$ cat src/rtl/mux_scan_sequencer_if.sv
// Channel-mux scan bus: select/sample lines to the mux plus the packed-word stream.
// Latency: pure wiring, no state.
// Backpressure: data_ready from the consumer stalls the producer behind the master modport.
interface mux_scan_sequencer_if #(
  parameter int SEL_W  = 6,
  parameter int WORD_W = 8
);
  logic              start;
  logic              cont;
  logic [SEL_W-1:0]  mux_sel;
  logic              mux_out;
  logic [WORD_W-1:0] data_out;
  logic              data_valid;
  logic              data_ready;
  logic              busy;
  logic              done;

  // Sequencer side: drives the mux select and the word stream.
  modport master (
    input  start, cont, mux_out, data_ready,
    output mux_sel, data_out, data_valid, busy, done
  );

  // Environment side: mux plus word consumer plus control.
  modport slave (
    output start, cont, mux_out, data_ready,
    input  mux_sel, data_out, data_valid, busy, done
  );
endinterface

$ cat src/rtl/mux_scan_sequencer.sv
// Scans NUM_CH mux channels in order, packs sampled bits LSB-first into WORD_W-bit words.
// Latency: 1 clk/channel (2 with MUX_SETTLE_EN); word j valid after edge WORD_W*(j+1) from start.
// Backpressure: a full output slot parks the finished word in pending and freezes the scan.
module mux_scan_sequencer #(
  parameter int NUM_CH = 64,
  parameter int SEL_W  = 6,
  parameter int WORD_W = 8
) (
  input  logic                clk,
  input  logic                rst_n,
  mux_scan_sequencer_if.master bus
);

  localparam int BIT_W = (WORD_W > 1) ? $clog2(WORD_W) : 1;
  localparam logic [SEL_W-1:0] LAST_CH  = SEL_W'(NUM_CH - 1);
  localparam logic [BIT_W-1:0] LAST_BIT = BIT_W'(WORD_W - 1);

  typedef enum logic [1:0] {
    ST_IDLE   = 2'd0,
    ST_SAMPLE = 2'd1,
    ST_STALL  = 2'd2,
    ST_SETTLE = 2'd3
  } state_e;

`ifdef MUX_SETTLE_EN
  // Every new select value gets one settle cycle before it is sampled.
  localparam state_e NEXT_CH_ST = ST_SETTLE;
`else
  localparam state_e NEXT_CH_ST = ST_SAMPLE;
`endif

  state_e            state_q, state_d;
  logic [SEL_W-1:0]  mux_sel_q, mux_sel_d;
  logic [BIT_W-1:0]  bit_idx_q, bit_idx_d;
  logic [WORD_W-2:0] shift_q, shift_d;
  logic [WORD_W-1:0] pending_q, pending_d;
  logic [WORD_W-1:0] data_out_q, data_out_d;
  logic              data_valid_q, data_valid_d;
  logic              done_q, done_d;

  logic [WORD_W-1:0] word;
  logic              slot_free;
  logic              advance;

  // State and datapath registers; reset aborts any frame in flight.
  always_ff @(posedge clk or negedge rst_n) begin
    if (!rst_n) begin
      state_q      <= ST_IDLE;
      mux_sel_q    <= '0;
      bit_idx_q    <= '0;
      shift_q      <= '0;
      pending_q    <= '0;
      data_out_q   <= '0;
      data_valid_q <= 1'b0;
      done_q       <= 1'b0;
    end else begin
      state_q      <= state_d;
      mux_sel_q    <= mux_sel_d;
      bit_idx_q    <= bit_idx_d;
      shift_q      <= shift_d;
      pending_q    <= pending_d;
      data_out_q   <= data_out_d;
      data_valid_q <= data_valid_d;
      done_q       <= done_d;
    end
  end

  // Next-state: sample, pack, hand off or park the word, then step the select.
  always_comb begin
    state_d      = state_q;
    mux_sel_d    = mux_sel_q;
    bit_idx_d    = bit_idx_q;
    shift_d      = shift_q;
    pending_d    = pending_q;
    data_out_d   = data_out_q;
    data_valid_d = data_valid_q;
    done_d       = 1'b0;
    advance      = 1'b0;

    // The last bit of a word goes straight from the mux, never through shift.
    word      = {bus.mux_out, shift_q};
    slot_free = !data_valid_q || bus.data_ready;

    // An accepted word retires; a word loaded below on the same edge overrides this.
    if (data_valid_q && bus.data_ready) begin
      data_valid_d = 1'b0;
    end

    case (state_q)
      ST_IDLE: begin
        mux_sel_d = '0;
        bit_idx_d = '0;
        if (bus.start) begin
          state_d = NEXT_CH_ST;
        end
      end
`ifdef MUX_SETTLE_EN
      ST_SETTLE: begin
        state_d = ST_SAMPLE;
      end
`endif
      ST_SAMPLE: begin
        if (bit_idx_q != LAST_BIT) begin
          shift_d[bit_idx_q] = bus.mux_out;
          bit_idx_d          = bit_idx_q + BIT_W'(1);
          mux_sel_d          = mux_sel_q + SEL_W'(1);
          state_d            = NEXT_CH_ST;
        end else if (slot_free) begin
          data_out_d   = word;
          data_valid_d = 1'b1;
          advance      = 1'b1;
        end else begin
          // Slot still occupied: keep the word and hold the select where it is.
          pending_d = word;
          state_d   = ST_STALL;
        end
      end
      ST_STALL: begin
        if (slot_free) begin
          data_out_d   = pending_q;
          data_valid_d = 1'b1;
          advance      = 1'b1;
        end
      end
      default: begin
        state_d = ST_IDLE;
      end
    endcase

    // Word boundary reached and handed off: move to the next channel or end the frame.
    if (advance) begin
      bit_idx_d = '0;
      if (mux_sel_q == LAST_CH) begin
        mux_sel_d = '0;
        if (bus.cont) begin
          state_d = NEXT_CH_ST;
        end else begin
          state_d = ST_IDLE;
          done_d  = 1'b1;
        end
      end else begin
        mux_sel_d = mux_sel_q + SEL_W'(1);
        state_d   = NEXT_CH_ST;
      end
    end
  end

  // Outputs: all registered except busy, which decodes the state register.
  always_comb begin
    bus.mux_sel    = mux_sel_q;
    bus.data_out   = data_out_q;
    bus.data_valid = data_valid_q;
    bus.done       = done_q;
    bus.busy       = (state_q != ST_IDLE);
  end

endmodule

$ cat src/flat_wrapper.sv
// flat-port wrapper written by rule: the top's interface ports become plain ports
module mux_scan_sequencer_flat 
#(
  parameter int NUM_CH = 64,
  parameter int SEL_W  = 6,
  parameter int WORD_W = 8
)
  (clk, rst_n, bus_start, bus_cont, bus_mux_out, bus_data_ready, bus_mux_sel, bus_data_out, bus_data_valid, bus_busy, bus_done);
  mux_scan_sequencer_if #(.SEL_W(SEL_W), .WORD_W(WORD_W)) bus_i ();
  input  logic clk;
  input  logic rst_n;
  input wire logic [$bits(bus_i.start)-1:0] bus_start;
  input wire logic [$bits(bus_i.cont)-1:0] bus_cont;
  input wire logic [$bits(bus_i.mux_out)-1:0] bus_mux_out;
  input wire logic [$bits(bus_i.data_ready)-1:0] bus_data_ready;
  output wire logic [$bits(bus_i.mux_sel)-1:0] bus_mux_sel;
  output wire logic [$bits(bus_i.data_out)-1:0] bus_data_out;
  output wire logic [$bits(bus_i.data_valid)-1:0] bus_data_valid;
  output wire logic [$bits(bus_i.busy)-1:0] bus_busy;
  output wire logic [$bits(bus_i.done)-1:0] bus_done;
  assign bus_i.start = bus_start;
  assign bus_i.cont = bus_cont;
  assign bus_i.mux_out = bus_mux_out;
  assign bus_i.data_ready = bus_data_ready;
  assign bus_mux_sel = bus_i.mux_sel;
  assign bus_data_out = bus_i.data_out;
  assign bus_data_valid = bus_i.data_valid;
  assign bus_busy = bus_i.busy;
  assign bus_done = bus_i.done;
  mux_scan_sequencer #(.NUM_CH(NUM_CH), .SEL_W(SEL_W), .WORD_W(WORD_W)) u_core (.clk(clk), .rst_n(rst_n), .bus(bus_i));
endmodule
$ cat config.mk
export PLATFORM = sky130hd
export DESIGN_NAME = mux_scan_sequencer_flat
export DESIGN_NICKNAME = d
export VERILOG_FILES = /design/src/rtl/mux_scan_sequencer_if.sv /design/src/rtl/mux_scan_sequencer.sv /design/src/flat_wrapper.sv
export SDC_FILE = /design/constraint.sdc
export NUM_CORES = 1
export LEC_CHECK = 0
export ABC_AREA = 0
export CELL_PAD_IN_SITES_DETAIL_PLACEMENT = 0
export CELL_PAD_IN_SITES_GLOBAL_PLACEMENT = 1
export CORE_AREA = 4 4 69 71
export CTS_CLUSTER_DIAMETER = 120
export CTS_CLUSTER_SIZE = 14
export DETAILED_ROUTE_END_ITERATION = 6
export DIE_AREA = 0 0 73 75
export DONT_BUFFER_PORTS = 1
export GPL_ROUTABILITY_DRIVEN = 0
export PLACE_DENSITY_LB_ADDON = 0.05
export REMOVE_ABC_BUFFERS = 1
export SLEW_MARGIN = 20
export SYNTH_ARGS = -nofsm -noshare
export SYNTH_HDL_FRONTEND = slang
export SYNTH_SLANG_ARGS = --single-unit
$ cat constraint.sdc
create_clock -name clk -period 1.69 [get_ports clk]
set_input_delay 0.169 -clock clk [delete_from_list [all_inputs] [get_ports clk]]
set_output_delay 0.169 -clock clk [all_outputs]
set_load 0.01 [all_outputs]
Word level (Yosys, flattened, before mapping). Index checks and enable logic that the tools add are counted.

Logic and storage cells: 69. Output and inout bits: 17. Flip-flop bits (word level): 36.

Add/sub/neg operators: 2. Order comparisons: 2. Eq/ne operators: 11. Mux-type cells: 31. Reduce and logical (&&, ||, !) cells: 13. Bitwise operators: 2.

Operators with widths (number): 2-to-1 mux 8 bit (3); 2-to-1 mux 6 bit (3); case mux 8 bit (2 select lines) (1); case mux 6 bit (2 select lines) (1); 2-to-1 mux 1 bit (11); 2-to-1 mux 2 bit (4); bitwise mux 7 bit (1); adder 6 x 1 -> 6 bit, second input constant (1); == test 6 bit, second input constant (1); 2-to-1 mux 3 bit (2); inequality test 2 x 1 -> 1 bit, second input constant (3); case mux 2 bit (3 select lines) (1); case mux 3 bit (2 select lines) (1); AND reduction 3 bit (2); < comparator 3 x 4 -> 1 bit, second input constant (1); inequality test 4 bit, second input constant (1); case mux 1 bit (2 select lines) (2); AND reduction 2 bit (2); AND reduction 4 bit (1); nonzero test 2 bit (2); adder 3 x 1 -> 3 bit, second input constant (1); demux 1 bit (select 3 bit) (1); >= comparator 3 x 1 -> 1 bit, second input constant (1); inequality test 3 x 1 -> 1 bit, second input constant (1); other kinds (11) (13).

Logic depth before layout (Yosys ltp). Gate-level depths: netlist of the first run.

Word-level depth: 7. Mapped depth: 8.

Worst setup path after synthesis of the first run. OpenSTA, ideal clock, no wires.

Path kind: reg2reg. From: register u_core.bit_idx_q[1]. To: register u_core.shift_q[3]. Stages on the path, launching flop included: 7. Buffers on the path: 0. Period minus slack after synthesis: 1.872 ns. Data arrival time: 1.747 ns. Slack: -0.182 ns. Cell sequence: dfrtp_1 ha_1 ha_1 and2b_1 nand2_1 nor3b_1 mux2_2.

Word-level cells in the longest chain between the ends: 5.

Ends and longest elaborated chain: start, declared (RTL line mux_scan_sequencer.sv:34) `logic [BIT_W-1:0] bit_idx_q, bit_idx_d;`; start signal, assigned (RTL line mux_scan_sequencer.sv:59) `bit_idx_q <= bit_idx_d;`; < comparator 3 x 4 -> 1 bit (implied by the code) or >= comparator 3 x 1 -> 1 bit (tied branches) (RTL line mux_scan_sequencer.sv:104) `shift_d[bit_idx_q] = bus.mux_out;`; logical AND 1 bit (implied by the code) (RTL line mux_scan_sequencer.sv:104); 2-to-1 mux 1 bit (implied by the code) (RTL line mux_scan_sequencer.sv:104); demux 1 bit (select 3 bit); bitwise mux 7 bit (RTL line mux_scan_sequencer.sv:104); end signal, assigned (RTL line mux_scan_sequencer.sv:60) `shift_q <= shift_d;`; end, declared (RTL line mux_scan_sequencer.sv:35) `logic [WORD_W-2:0] shift_q, shift_d;`.

Several ways; a longest one is shown, not always the timed one. A chain may end at the register's enable or synchronous reset.

Worst setup path after layout of the first run.
From: register u_core.bit_idx_q[0]. To: register u_core.shift_q[5].

The elaborated chain is that of the path after synthesis.

==> results of run 1 <==
-- worst paths after layout --
| check | from | to | cells past startpoint |
|---|---|---|---|
| worst max-delay path | u_core.bit_idx_q[0] | u_core.shift_q[5] | 6 |
| worst min register to register | u_core.pending_q[5] | u_core.pending_q[5] | 1 |
| max in group asynchronous | rst_n | u_core.bus.mux_sel[1] | 2 |
| worst max register to register | u_core.bit_idx_q[0] | u_core.shift_q[5] | 6 |
| min in group asynchronous | rst_n | u_core.pending_q[6] | 2 |
| worst min-delay path | bus_mux_out | u_core.shift_q[1] | 1 |
-- synth_stat cells, types with 2 or more instances --
cell type  instances  area (µm²)
a31oi_1            2        12.5
nand2_1            9        33.8
inv_1              6        22.5
dfrtp_1           36         901
nor2_1            17        63.8
nand3b_1           2        15.0
nor3b_1            2        15.0
o21ai_0            7        35.0
nand2b_1           2        12.5
ha_1               6        75.1
a21oi_1           10        50.1
mux2_2            15         169
nor3_1             4        20.0
nand3_1            6        30.0
buf_4              2        15.0
buf_6              2        22.5
mux2i_1           10         100
-- sequential cells by signal (all words and copies together) (netlist names) --
name	flops
u_core.bit_idx_q	3
u_core.state_q	2
u_core.shift_q	7
u_core.bus.data_valid	1
u_core.bus.data_out	8
u_core.pending_q	8
u_core.bus.mux_sel	6
u_core.bus.done	1
-- cell families (layout without fill, tap and decap cells) --
family,after synthesis,after routing,synth area share
buffers and inverters,11,50,0.0358
and+or+nand+nor,51,51,0.154
DFF,36,36,0.505
AOI/OAI and AO/OA,28,28,0.107
muxes,25,25,0.151
adders and majority gates,6,6,0.0421
xor gates and xnor gates,1,1,0.00491
-- layout by cell type, fill, tap and decap left out, types with 3 or more instances in the layout --
master and n:
dfrtp_1 36, ha_4 4, nor2_1 15, nand2_1 6, mux2_4 3, buf_4 28
mux2_2 12, o21ai_1 3, nor3_2 3, clkbuf_8 7, nand2_2 3, nand3_1 5
o21ai_0 4, mux2i_1 10, inv_4 3, a21oi_1 8, buf_6 4
-- what timing repair did --
action,in CTS,in global routing
endpoints found under the setup margin,16,25
gates cloned,0,0
gates resized for setup,31,21
buffers inserted,7,2
hold buffers,2,0
hold endpoints to repair,36,0
pin swaps,14,11
-- per-layer routing --
metal / track usage / up-vias / share of wire
met5: 0 / - / 0
met4: 0.0676 / 0 / 0.021
met3: 0.0467 / 8 / 0.046
met2: 0.251 / 27 / 0.49
met1: 0.199 / 670 / 0.45
li1: - / 645 / -
-- metrics by stage --
step	utilization	TNS, ps	hold WS, ps	std cells	setup WS, ps
6_report	0.569	-15.8	38.1	249	-15.8
2_1_floorplan	-	-1010	-127	154	-182
4_1_cts	0.548	-47.1	30.8	247	-23.9
3_5_place_dp	0.475	-860	-125	231	-124
3_3_place_gp	0.475	-498	-126	231	-79.2
5_1_grt	0.569	-680	17.9	249	-69.4
-- final cells by class --
class,count,area share
multi-input cells,111,0.412
clock buffers,7,0.0400
inverters,7,0.0140
well taps,52,0.0270
repair buffers,36,0.133
flip-flops and latches,36,0.374
-- worst register-to-register path, cell delays in order (launching register included) --
cell     delay, ps
dfrtp_1        390
ha_2           200
ha_4           160
and2b_1        220
nand2_2         90
nor3b_2        210
mux2_4         320
-- power by group through the flow --
stage / logic (mW) / clock network (mW) / registers [mW]
floorplan: 0.898 / 0 / 1.45
global placement: 1.47 / 0 / 1.42
detailed placement: 1.52 / 0 / 1.44
CTS: 1.86 / 0.676 / 1.43
global route: 2.23 / 0.728 / 1.46
finish: 2.03 / 0.650 / 1.42
==> impl_metrics.tcl, run 1 <==
set metrics [dict create \
    tightest_slew_ps 412 \
    finalNetCount 209 \
    synth_edf_count 0 \
    clk_latency_ps 280 \
    layout_min_cycle_time_ps 1710 \
    cts_sinks 36 \
    fin_crit_sh 1.01 \
    antenna_cells 0 \
    place.port_buffers 0 \
    place_area_mm2 0.00201 \
    multi_input_area_um2 991 \
    slew_viol_final 0 \
    power_mw 4.10 \
    dieWidth_um 73 \
    power.switching_mw 1.51 \
    ff_latch_area_um2 901 \
    viasPerCell 5.42 \
    setup_violations 1 \
    cp_max_fo 4 \
    avgSynthCellArea_um2 11.3 \
    slew_headroom 0.725 \
    area_delta_synth_final_pct 35.0 \
    antenna_found_initial 0 \
    drtIter0Drc 58 \
    wl_per_cell_um 15.5 \
    swShare 0.367 \
    power_frac_seq 0.347 \
    path_cells "ha_2 -> ha_4 -> and2b_1 -> nand2_2 -> nor3b_2 -> mux2_4" \
    hp-class "input pin to register" \
    combPwrFrac 0.495 \
    status "complete, but fails checks" \
    cts_tree "built" \
    dp_hpwl_um 2630 \
    ir_worst_vdd_mv 0.740 \
    root_buffer "clkbuf_8" \
    critPathLaunchType "register" \
    start_util 0.421 \
    skew_ps 5.81 \
    synth-seq-area-share 0.505 \
    worst-setup-path-type "register to register" \
    io-pin-count 23 \
    die_area_mm2 0.00548 \
    cell_internal_pwr_mw 2.60 \
    num_vias 1350 \
    fin_area_mm2 0.00241 \
    crit_family "simple AND/OR/NAND/NOR gates" \
    drc 0 \
    drt-pass1-iter-count 4 \
    p_per_area_mw_per_mm2 1710 \
    cpPeakStageDelay_ps 390 \
    pwr-share-clk 0.158 \
    ys.flop_type "dfrtp_1" \
    async_flop_share 1.00 \
    cp_data_arrival_time_ps 1870 \
    power.leakage_nw 1.05 \
    maxCapViolCount 0 \
    netlist_area_mm2 0.00178 \
    htree_levels 2 \
    max_freq_mhz 586 \
    cp_slowest_cell "dfrtp_1" \
    grt_pass1_wl_um 6550 \
    clkTransAtPathRegs_ps 70 \
    die_y_um 75 \
    overflow 0 \
    cp.required_ps 1850 \
    crit_buf_inv 0 \
    core_area_mm2 0.00423 \
    grt_max_degree 37 \
    ys_types 37 \
    fill_cells 364 \
    grt_pass1_vias 1341 \
    gr-usage-all-layers 0.158 \
    worstSetupEndpointType "register" \
    syn_inst 158 \
    routed_wl_um 3870 \
    drive_gt1_frac 0.467 \
    violations "setup timing" \
    synth-seq-cells 36 \
    r2r_setup_slack_ps -20 \
    fin_ws_ps -15.8 \
    cts_buffers 5 \
    yosysWarnings 0 \
    clk_path_buf_depth 2 \
    rows 24 \
    final-hold-violation-count 0 \
    rsz0062_at_grt "yes" \
    final_antenna_net_count 0 \
]
(Power assumes the default switching activity.)
==> run 2, diff against run 1 <==
--- a/config.mk
+++ b/config.mk
@@ -8,11 +8,11 @@
 export ABC_AREA = 0
 export CELL_PAD_IN_SITES_DETAIL_PLACEMENT = 0
 export CELL_PAD_IN_SITES_GLOBAL_PLACEMENT = 1
-export CORE_AREA = 4 4 69 71
+export CORE_AREA = 4 4 77 79
 export CTS_CLUSTER_DIAMETER = 120
 export CTS_CLUSTER_SIZE = 14
 export DETAILED_ROUTE_END_ITERATION = 6
-export DIE_AREA = 0 0 73 75
+export DIE_AREA = 0 0 81 83
 export DONT_BUFFER_PORTS = 1
 export GPL_ROUTABILITY_DRIVEN = 0
 export PLACE_DENSITY_LB_ADDON = 0.05
==> run 2 against run 1 <==
- utilization shrank 12 points
- power shrank 1.8%
- maximum frequency grew 0.91%
- clock power grew 1%
- highest routed layer unchanged
- final cell count grew 8.0%
- flip-flop and latch count is the same
- the run still ends with setup timing left
- die area grew 23%
- critical path depth grew 2
- sequential power is essentially flat
- worst hold slack lost 8.6 ps
==> impl_metrics.tcl, run 2 (synthesis gave the netlist of run 1 again) <==
set metrics [dict create \
    status "complete, but fails checks" \
    violations "setup timing" \
    core_area_mm2 0.00534 \
    fin_ws_ps -0.401 \
    rr_startpoint "u_core.state_q[0]" \
    place_area_mm2 0.00204 \
    area_delta_synth_final_pct 35.3 \
    place.port_buffers 0 \
    slew_viol_final 0 \
    critPathLaunchType "register" \
    multi_input_area_um2 976 \
    hp-class "input pin to register" \
    num_vias 1309 \
    grt_pass1_vias 1396 \
    grt_pass1_wl_um 6680 \
    gr-usage-all-layers 0.127 \
    cp_max_fo 7 \
    wl_per_cell_um 14.4 \
    finalNetCount 209 \
    fill_cells 545 \
    antenna_cells 0 \
    drc 0 \
    setup_violations 1 \
    worstSetupEndpointType "register" \
    routed_wl_um 3860 \
    clk_path_buf_depth 2 \
    rows 27 \
    rsz0062_at_grt "yes" \
    fin_area_mm2 0.00241 \
    drive_gt1_frac 0.437 \
    fin_tns_setup_ps -0.401 \
    p_per_area_mw_per_mm2 1670 \
    root_buffer "clkbuf_8" \
    start_util 0.334 \
    cp_data_arrival_time_ps 1860 \
    final-hold-violation-count 0 \
    maxCapViolCount 0 \
    worstHoldStart "bus_mux_out" \
    ff_latch_area_um2 901 \
    layout_commonest_cell "dfrtp_1" \
    cts_buffers 5 \
    antenna_found_initial 0 \
    layout_min_cycle_time_ps 1690 \
    slew_headroom 0.784 \
    cp.required_ps 1860 \
    tightest_slew_ps 321 \
    dieWidth_um 81 \
    cts_tree "built" \
    die_y_um 83 \
    skew_ps 12.1 \
    grt_max_degree 37 \
    viasPerCell 4.87 \
    power.leakage_nw 1.05 \
    final_antenna_net_count 0 \
    overflow 0 \
    clkTransAtPathRegs_ps 80 \
    mostFrequentLayoutCells "dfrtp_1 (36), buf_4 (30), nor2_1 (15), mux2_2 (12)" \
    clk_latency_ps 290 \
    htree_levels 2 \
    drtIter0Drc 46 \
    die_area_mm2 0.00672 \
    crit_start "u_core.state_q[0]" \
    io-pin-count 23 \
    worst-setup-path-type "register to register" \
    dp_hpwl_um 2660 \
    fin_crit_sh 1.00 \
    ir_worst_vdd_mv 0.550 \
    drt-pass1-iter-count 4 \
    holdWs_ps 29.5 \
    cts_sinks 36 \
    max_freq_mhz 592 \
]
run 2: cell count changes in the layout (fill, tap and decap cells not counted), moves of 2 or more:
cell / delta
a21oi_1: +2
buf_4: +2
o21ai_0: +3
nand2_2: -2
a21oi_2: -2
nor3_2: -2
o21ai_1: -3
buf_6: -2
run 2: layout make-up:
class | instances | area share
clock buffers | 7 | 0.0399
flip-flops and latches | 36 | 0.373
multi-input cells | 111 | 0.405
well taps | 72 | 0.0373
repair buffers | 36 | 0.132
inverters | 7 | 0.0130
run 2: final timing paths:
check,end,slack [ps],depth (start not counted)
min in group asynchronous,u_core.state_q[0],340,2
setup / recovery,u_core.bus.mux_sel[3],-0.4,8
hold reg to reg,u_core.pending_q[5],510,1
max in group asynchronous,u_core.bit_idx_q[1],1150,2
setup reg to reg,u_core.bus.mux_sel[3],-0.4,8
hold / removal,u_core.shift_q[6],30,1
run 2: report_power, final:
part           leakage (nW)  switching, mW  internal, mW  total [mW]
combinational         0.548          0.929          1.04        1.96
clock                0.0503          0.296         0.363       0.659
sequential            0.450          0.239          1.17        1.41
total                  1.05           1.46          2.57        4.03
run 2: worst max-delay path, cell delays in order (launching register included):
cell	delay, ps
dfrtp_1	400
inv_2	110
ha_4	170
inv_4	40
nor3_4	210
o32ai_4	120
buf_12	140
buf_4	130
a211o_1	240
run 2: through the flow:
stage	instances	setup slack [ps]	util	power (mW)
after floorplan	154	-182	-	2.35
after global placement	252	-130	0.383	2.93
after detailed placement	252	-147	0.383	2.96
after CTS	269	-35.8	0.438	3.92
after global routing	269	-84.0	0.452	4.37
final	269	-0.401	0.452	4.03
run 2: what timing repair did:
item	in CTS	in global routing
buffers inserted	8	0
pin swaps	8	4
gates cloned	0	0
gates resized for setup	19	19
hold buffers	2	0
setup endpoints to repair	23	26
hold endpoints to repair	36	0
run 2: routing by layer:
layer	GRT usage	vias to the layer above	share of wire
met5	0	-	0
met4	0.0445	0	0.024
met3	0.0445	10	0.051
met2	0.204	28	0.49
met1	0.155	630	0.44
li1	-	641	-
==> run 3, diff against run 2 <==
--- a/config.mk
+++ b/config.mk
@@ -5,7 +5,7 @@
 export SDC_FILE = /design/constraint.sdc
 export NUM_CORES = 1
 export LEC_CHECK = 0
-export ABC_AREA = 0
+export ABC_AREA = 1
 export CELL_PAD_IN_SITES_DETAIL_PLACEMENT = 0
 export CELL_PAD_IN_SITES_GLOBAL_PLACEMENT = 1
 export CORE_AREA = 4 4 77 79
==> run 3 against run 2 <==
- maximum frequency grew 5.1%
- highest routed layer unchanged
- largest power group is now sequential cells
- register-to-register slack improved by 80 ps
- sequential share of layout area grew 5.4 points
- area after synthesis increased by 1.5%
- flip-flop and latch count is the same
- largest cell class is now sequential cells
- combinational power decreased by 29%
- clock power is 6.2% lower
- die area did not move
- the flow now finishes without violations
- critical path depth is 1 higher
- clock skew decreased by 7.5 ps
==> impl_metrics.tcl, run 3 <==
set metrics [dict create \
    status "finished clean" \
    core_area_mm2 0.00534 \
    place_ws_ps -67.0 \
    drt-pass1-iter-count 4 \
    cp_slowest_cell "dfrtp_1" \
    layout_commonest_cell "nand2_1" \
    grt_pass1_vias 1432 \
    worstSetupEndpointType "register" \
    maxCapViolCount 0 \
    grt_pass1_wl_um 6760 \
    avgSynthCellArea_um2 8.19 \
    setup_violations 0 \
    place.port_buffers 0 \
    yosysWarnings 0 \
    max_freq_mhz 622 \
    antenna_cells 0 \
    gr-usage-all-layers 0.129 \
    drive_gt1_frac 0.136 \
    cp.required_ps 1850 \
    slew_headroom 0.735 \
    cts_sinks 36 \
    crit_family "simple AND/OR/NAND/NOR gates" \
    fin_ws_ps 81.5 \
    crit_buf_inv 2 \
    drtIter0Drc 65 \
    grt_max_degree 37 \
    ys_top_cells_by_area "dfrtp_1 (50%), nand2_1 (11%), o21ai_0 (11%)" \
    fin_crit_sh 0.952 \
    antenna_found_initial 0 \
    start_util 0.339 \
    cpPeakStageDelay_ps 350 \
    power.leakage_nw 1.04 \
    synth_edf_count 0 \
    clkTransAtPathRegs_ps 70 \
    io-pin-count 23 \
    skew_ps 4.59 \
    mostFrequentLayoutCells "nand2_1 (52), o21ai_0 (36), dfrtp_1 (36), inv_1 (35), nand3_1 (13)" \
    overflow 0 \
    htree_levels 2 \
    num_vias 1406 \
    drc 0 \
    wl_per_cell_um 12.5 \
    worst-setup-path-type "register to register" \
    ys.flop_type "dfrtp_1" \
    finalNetCount 247 \
    root_buffer "clkbuf_8" \
    synth-seq-cells 36 \
    routed_wl_um 3850 \
    path_cells "ha_1 -> ha_2 -> nand2_2 -> nand2_2 -> nand3_4 -> buf_4 -> buf_4 -> nand3_1 -> o21ai_0" \
    layout_min_cycle_time_ps 1610 \
    ir_worst_vdd_mv 0.574 \
    final_antenna_net_count 0 \
    synth-seq-area-share 0.498 \
    async_flop_share 1.00 \
    p_per_area_mw_per_mm2 1640 \
    syn_inst 221 \
    viasPerCell 4.56 \
    netlist_area_mm2 0.00181 \
    rows 27 \
    yosysMostFrequentCell "nand2_1" \
    rsz0062_at_grt "yes" \
    ys_types 23 \
    clk_latency_ps 280 \
    clk_path_buf_depth 2 \
    final-hold-violation-count 0 \
    cp_data_arrival_time_ps 1770 \
    synth_top_area_frac 0.498 \
    dieWidth_um 81 \
    slew_viol_final 0 \
    die_y_um 83 \
    critPathLaunchType "register" \
    area_delta_synth_final_pct 16.3 \
    yosys-top-cells-count "nand2_1 (55), o21ai_0 (38), dfrtp_1 (36)" \
    cp_max_fo 8 \
    die_area_mm2 0.00672 \
    tightest_slew_ps 394 \
    hp-class "input pin to register" \
    cts_tree "built" \
    dp_hpwl_um 2730 \
    cts_buffers 5 \
    yosysTopAreaCell "dfrtp_1" \
    post-route-util 0.395 \
]
[run 3: cell count changes in the layout (fill, tap and decap cells not counted), sizes merged, moves of 10 or more]
cell and delta:
inv +31, mux2 -15, mux2i -10, o21ai +31, buf -25, nand2 +49
[run 3: cell type report]
class | instances | area, µm²
inverters | 38 | 143
flip-flops and latches | 36 | 901
multi-input cells | 143 | 759
fillers | 573 | 3230
well taps | 72 | 90.1
repair buffers | 11 | 123
clock buffers | 8 | 90.1
[run 3: tightest hold or removal path, cell delays in order]
cell and delay [ps]:
nor3_1 30, nand2_1 70, inv_1 40
[run 3: kinds of logic (layout without fill, tap and decap cells)]
family | after synthesis | after routing | synth area share
fa+ha+maj | 6 | 6 | 0.0415
xor+xnor | 1 | 1 | 0.00484
buf+inv | 43 | 57 | 0.0961
simple gates | 86 | 87 | 0.214
flops | 36 | 36 | 0.498
compound gates | 49 | 49 | 0.147
[run 3: timing repair]
action	4_1_cts	5_1_grt
hold buffers	2	0
pin swaps	1	0
cloned	1	0
hold endpoints to repair	36	0
setup buffers	1	1
gates resized for setup	3	5
setup endpoints to repair	4	11
[run 3: where the power goes]
group | switching [mW] | leakage, nW | internal (mW)
combinational | 0.849 | 0.538 | 0.548
sequential | 0.261 | 0.457 | 1.17
clock | 0.286 | 0.0455 | 0.332
total | 1.40 | 1.04 | 2.05
[run 3: path summary, 6_finish.rpt]
check | start | endpoint | slack (ps) | cells after the start
hold / removal | bus_cont | u_core.bus.done | 70 | 3
max in group asynchronous | rst_n | u_core.bus.data_valid | 1160 | 2
setup / recovery | u_core.bit_idx_q[0] | u_core.bit_idx_q[2] | 80 | 9
setup reg to reg | u_core.bit_idx_q[0] | u_core.bit_idx_q[2] | 80 | 9
min in group asynchronous | rst_n | u_core.bus.data_out[7] | 350 | 2
hold reg to reg | u_core.shift_q[1] | u_core.shift_q[1] | 480 | 2
[run 3: metrics by stage]
stage	TNS, ps	total power, mW	hold WS [ps]	cells	instance area (µm²)
2_1_floorplan	0	2.35	-127	216	1780
3_3_place_gp	0	2.76	-126	295	1950
3_5_place_dp	-95.0	2.79	-125	295	1950
4_1_cts	0	3.50	52.7	307	2090
5_1_grt	-43.9	3.81	75.9	308	2110
6_report	0	3.45	69.6	308	2110
[run 3: metal layers]
| metal | vias to the layer above | global-route usage | routed length, µm |
|---|---|---|---|
| met5 | - | 0 | 0 |
| met4 | 0 | 0.0415 | 46 |
| met3 | 5 | 0.0445 | 206 |
| met2 | 26 | 0.212 | 1900 |
| met1 | 646 | 0.156 | 1700 |
| li1 | 729 | - | - |
